===== src/rtl/muxn_pipe_reg.sv =====
// N-input operand select with a registered, stallable and flushable output (main + skid register).
// Define MUXN_SEL_CHECK_EN to drop out-of-range selects and raise the sticky sel_err flag.
module muxn_pipe_reg #(
    parameter  int WIDTH  = 32,
    parameter  int NUM_IN = 4,
    localparam int SELW   = $clog2(NUM_IN)
) (
    input  logic                    clk,
    input  logic                    rst_n,
    input  logic                    flush,
    input  logic                    in_valid,
    output logic                    in_ready,
    input  logic [SELW-1:0]         in_sel,
    input  logic [NUM_IN*WIDTH-1:0] in_data,
    output logic                    out_valid,
    input  logic                    out_ready,
    output logic [WIDTH-1:0]        out_data,
    output logic [SELW-1:0]         out_sel,
    output logic                    sel_err
);

    logic             main_valid;
    logic             skid_valid;
    logic [WIDTH-1:0] skid_data;
    logic [SELW-1:0]  skid_sel;
    logic [WIDTH-1:0] sel_data;
    logic             accept;
    logic             consume;
    logic             fwd;

    // An index with no matching input yields zero, which covers out-of-range selects.
    always_comb begin
        sel_data = '0;
        for (int k = 0; k < NUM_IN; k++) begin
            if (in_sel == SELW'(k)) begin
                sel_data = in_data[k*WIDTH +: WIDTH];
            end
        end
    end

    assign in_ready  = rst_n && !skid_valid;
    assign out_valid = main_valid;
    assign accept    = in_valid && in_ready;
    assign consume   = main_valid && out_ready;

`ifdef MUXN_SEL_CHECK_EN
    logic sel_ok;

    assign sel_ok = (int'(in_sel) < NUM_IN);
    assign fwd    = accept && sel_ok;

    always_ff @(posedge clk) begin
        if (!rst_n || flush) begin
            sel_err <= 1'b0;
        end else if (accept && !sel_ok) begin
            sel_err <= 1'b1;
        end
    end

    sel_stable_a: assert property (@(posedge clk) disable iff (!rst_n)
        (in_valid && !in_ready) |=> (!in_valid || $stable(in_sel)));
`else
    assign fwd     = accept;
    assign sel_err = 1'b0;
`endif

    // The skid always holds the younger beat, so it refills main before any new beat does.
    always_ff @(posedge clk) begin
        if (!rst_n || flush) begin
            main_valid <= 1'b0;
            skid_valid <= 1'b0;
            if (!rst_n) begin
                out_data <= '0;
                out_sel  <= '0;
            end
        end else if (!main_valid || consume) begin
            if (skid_valid) begin
                main_valid <= 1'b1;
                out_data   <= skid_data;
                out_sel    <= skid_sel;
                skid_valid <= fwd;
                if (fwd) begin
                    skid_data <= sel_data;
                    skid_sel  <= in_sel;
                end
            end else begin
                main_valid <= fwd;
                if (fwd) begin
                    out_data <= sel_data;
                    out_sel  <= in_sel;
                end
            end
        end else if (fwd) begin
            skid_valid <= 1'b1;
            skid_data  <= sel_data;
            skid_sel   <= in_sel;
        end
    end

endmodule


===== config.mk =====
export PLATFORM = sky130hd
export DESIGN_NAME = muxn_pipe_reg
export DESIGN_NICKNAME = d
export VERILOG_FILES = /design/src/rtl/muxn_pipe_reg.sv
export SDC_FILE = /design/constraint.sdc
export NUM_CORES = 1
export LEC_CHECK = 0
export BUFFER_PORTS_ARGS = -buffer_cell sky130_fd_sc_hd__buf_2
export CAP_MARGIN = 10
export CORE_AREA = 2 2 92 94
export CTS_CLUSTER_DIAMETER = 80
export DETAILED_ROUTE_END_ITERATION = 8
export DIE_AREA = 0 0 94 96
export PLACE_DENSITY = 0.85
export SLEW_MARGIN = 20
export SYNTH_ARGS = -nofsm -noshare
export SYNTH_HDL_FRONTEND = slang
export SYNTH_SLANG_ARGS = --single-unit

===== constraint.sdc =====
create_clock -name clk -period 9.55 [get_ports clk]
set_input_delay 1.4325 -clock clk [delete_from_list [all_inputs] [get_ports clk]]
set_output_delay 1.4325 -clock clk [all_outputs]
set_load 0.05 [all_outputs]

==> implementation parameters <==
Parameter                              Value

Routing
  Routed WL per cell ... 16.4 um
  1st-iter DRT viols ... 94
  Via density ... 5.37
  Total number of vias ... 2903
  First-pass detailed-route iteration total ... 4
  Antenna Nets Post-Route ... 0
  Remaining DRCs ... 0
  Post-Route WL ... 8.87 mm

Logic synthesis
  Number of nets produced by synthesis ... 407
  Register bit total from synthesis ... 70
  List of most frequent post-synthesis cells ... sky130_fd_sc_hd__mux2i_1, sky130_fd_sc_hd__edfxtp_1, sky130_fd_sc_hd__a2bb2oi_2, sky130_fd_sc_hd__o21ai_2, sky130_fd_sc_hd__buf_2
  Total standard cell area after synthesis ... between 4000 and 5000 um^2
  Synthesized instance count ... 272
  Post-synthesis sequential area ratio ... 50.7%
  Cell with the most instances after synthesis ... sky130_fd_sc_hd__mux2i_1
  Adder-cell share of the synthesized area ... 0%
  Post-synth ARST share ... 0%
  Share of the synthesized netlist area taken by xor and xnor gates ... 0%
  Number of flops mapped to enable cells by yosys ... 68
  Post-synth cell types ... 25
  Compound-gate portion of the synthesized area ... a little under a fifth
  Multiplexer area fraction after synthesis ... about a quarter
  Flip-flop cell with the highest count after synthesis ... sky130_fd_sc_hd__edfxtp_1
  Total of warnings raised by yosys ... 0
  Synth area leaders ... sky130_fd_sc_hd__edfxtp_1, sky130_fd_sc_hd__mux2i_1, sky130_fd_sc_hd__a2bb2oi_2
  Cell taking the most area after synthesis ... sky130_fd_sc_hd__edfxtp_1
  Avg Inst Size Synth ... 15.1 um^2
  Fraction of the mapped netlist area in simple logic gates ... 2.07%
  Largest family of logic cells by synthesized area ... multiplexers
  Share of the synthesized area in the top cell type ... 49.7%

STA
  Count of final max-slew check failures ... 0
  RSZ-0062 raised after global routing ... no
  Final-report hold violation count ... 0
  Worst-case clock skew ... approximately 0.0084 ns
  Setup violation total in the final timing report ... 0
  Final period demand of the worst path ... 3.40 ns
  Achievable frequency ... slightly below 0.3 GHz
  Slew at the pin closest to its max-slew limit ... 1.10 ns
  Max_slew headroom ... 26.4%
  Final sum of negative setup slack ... 0 ns
  Final Cycle Share ... between 30% and 40%

Floorplan
  Total die area ... ~9000 um^2
  Vertical extent of the die ... 96 um
  # rows ... 33
  Width of the chip ... 94 um
  Core Box Area ... 8050 um^2
  Count of boundary I/O pins ... 172
  Initial standard-cell utilization of the core ... approximately half

Power
  Leakage power ... 2.32 nW
  Clk pwr share ... 32.8%
  Internal cell power ... between 0.5 and 0.6 mW
  Peak supply drop ... 0.0000840 V
  Power share of the sequential group ... 45.6%
  Part of the power in combinational logic ... ~22%
  NetSw ... 0.218 mW
  Sw frac ... 27.8%
  Power density relative to cell area ... 153 nW/um^2

Placement
  Count of port buffers added during placement ... 170
  Post-detailed-placement half-perimeter wirelength ... between 6 and 7 mm
  Routability congestion estimate ... ~0.73

Clock tree
  Post-cts sizing count ... 0
  Clock buffer count from CTS ... 9
  Clock buffer depth ... 2
  Number of hold buffers added after cts ... 0
  Clock tree from TritonCTS ... built
  Clock-pin slew on the worst setup and hold paths ... 0.07 ns
  Insertion delay of the later-clocked pin in the worst-skew pair ... 0.34 ns
  Post-CTS setup-driven buffer insertion count ... 0
  Clock tree sinks ... 70
  Maximum level of the CTS H-tree ... 3
  CTS root buf ... sky130_fd_sc_hd__clkbuf_8

Setup path
  Worst reg2reg path depth ... 3
  Critical-path maximum fanout ... 5
  Endpoint kind of the worst setup timing path ... primary output
  Startpoint Class ... input pin
  Data required time of the worst path ... 8.12 ns
  Endpoint of the worst-slack reg-to-reg timing path ... out_data[31]
  Crit path kind ... input pin to primary output
  R2r setup slk ... approximately 7.5 ns
  Data arrival at the endpoint of the critical path ... 1.97 ns
  Critical R2R Launch ... skid_valid

Hold path
  Worst hold path depth ... 2
  Launch point of the worst hold path ... out_valid
  End point of the most critical hold path ... skid_valid
  Worst min-delay path class ... flip-flop to flip-flop

Flow run
  Max capacitance violation total ... 0

Outcome
  Outcome ... complete, no violations

GRT
  Antenna violations before repair ... 0
  Vias in the first global route ... 2768
  Total overflow reported by the global router ... 0
  First-pass GRT wire length ... 13.3 mm
  Pin count of the biggest net entering global routing ... 67
  GRT Util Overall ... 19.3%

Cells and area
  Layout Area Growth over Synthesis ... 25.1%
  # nets final ... 566
  Filler cell count in the final layout ... between 600 and 700
  Post-layout utilization of the core ... 63.8%
  Antenna Cells ... 0
  Ratio of cells with drive above 1 in the final layout ... just under 60%
[how the worst max path moves through the flow]
| stage | start | endpoint | slack (ns) | depth (start not counted) |
|---|---|---|---|---|
| global placement | in_sel[1] | out_data[2] | 5.93 | 3 |
| CTS | rst_n | in_ready | 6.15 | 3 |
| finish | rst_n | in_ready | 6.15 | 3 |
| floorplan | out_ready | out_data[0] | 5.00 | 2 |
| detailed placement | in_sel[1] | out_data[3] | 5.82 | 3 |
| global route | rst_n | in_ready | 6.12 | 3 |
[kinds of logic after synthesis]
| group | Yosys count |
|---|---|
| flip-flops | 70 |
| multiplexers | 98 |
| buffers and inverters | 24 |
| other | 1 |
| AO/OA/AOI/OAI | 66 |
| AND/OR/NAND/NOR | 13 |
[layout by cell type, fill, tap and decap left out, types with 2 or more instances in the layout]
master	count
sky130_fd_sc_hd__clkbuf_8	9
sky130_fd_sc_hd__clkinv_2	2
sky130_fd_sc_hd__mux2i_1	98
sky130_fd_sc_hd__buf_2	169
sky130_fd_sc_hd__o21ai_2	30
sky130_fd_sc_hd__bufinv_16	2
sky130_fd_sc_hd__a2bb2oi_1	2
sky130_fd_sc_hd__nand2b_1	2
sky130_fd_sc_hd__dfxtp_1	2
sky130_fd_sc_hd__o21ai_0	2
sky130_fd_sc_hd__nor2_1	3
sky130_fd_sc_hd__edfxtp_1	68
sky130_fd_sc_hd__buf_4	3
sky130_fd_sc_hd__a2bb2oi_2	30
sky130_fd_sc_hd__clkinvlp_4	2
[metrics by stage]
step | instances | hold WS (ns) | power (mW) | setup slack [ns] | area (um^2)
2_1_floorplan | 272 | 0.509 | 0.486 | 5.00 | 4110
3_3_place_gp | 525 | 0.479 | 0.530 | 5.93 | 4920
3_5_place_dp | 525 | 0.499 | 0.535 | 5.82 | 4920
4_1_cts | 541 | 0.505 | 0.791 | 6.15 | 5140
5_1_grt | 541 | 0.524 | 0.814 | 6.12 | 5140
6_report | 541 | 0.505 | 0.784 | 6.15 | 5140
[flip-flops by register name, indices dropped and copies added, names as in the netlist]
name,count
out_data,32
out_sel,2
out_valid,1
skid_data,32
skid_sel,2
skid_valid,1
[cell type report]
cell class | count | area [um^2] | area share, %
clock buffers | 9 | 124 | 2.41
clock inverters | 7 | 88.8 | 1.73
flip-flops and latches | 70 | 2080 | 40.5
repair buffers | 172 | 868 | 16.9
multi-input cells | 178 | 1840 | 35.9
well taps | 105 | 131 | 2.56
[power groups by stage]
| stage | combinational, mW | clock, mW | sequential, mW |
|---|---|---|---|
| floorplan | 0.0762 | 0 | 0.410 |
| global placement | 0.166 | 0 | 0.364 |
| detailed placement | 0.170 | 0 | 0.365 |
| CTS | 0.171 | 0.262 | 0.358 |
| global route | 0.181 | 0.275 | 0.359 |
| finish | 0.169 | 0.257 | 0.358 |
[critical path: stages]
cell and delay, ns:
sky130_fd_sc_hd__buf_2 0.14, sky130_fd_sc_hd__and2b_2 0.15, sky130_fd_sc_hd__buf_2 0.25
[metal layers]
layer	GRT usage (%)	wire, um	up-vias
met4	8.09	158	0
li1	-	-	1405
met2	34.2	4520	108
met3	4.15	562	13
met5	0	0	-
met1	22.8	3630	1377
Note: power is estimated with default switching activity, not from simulation.
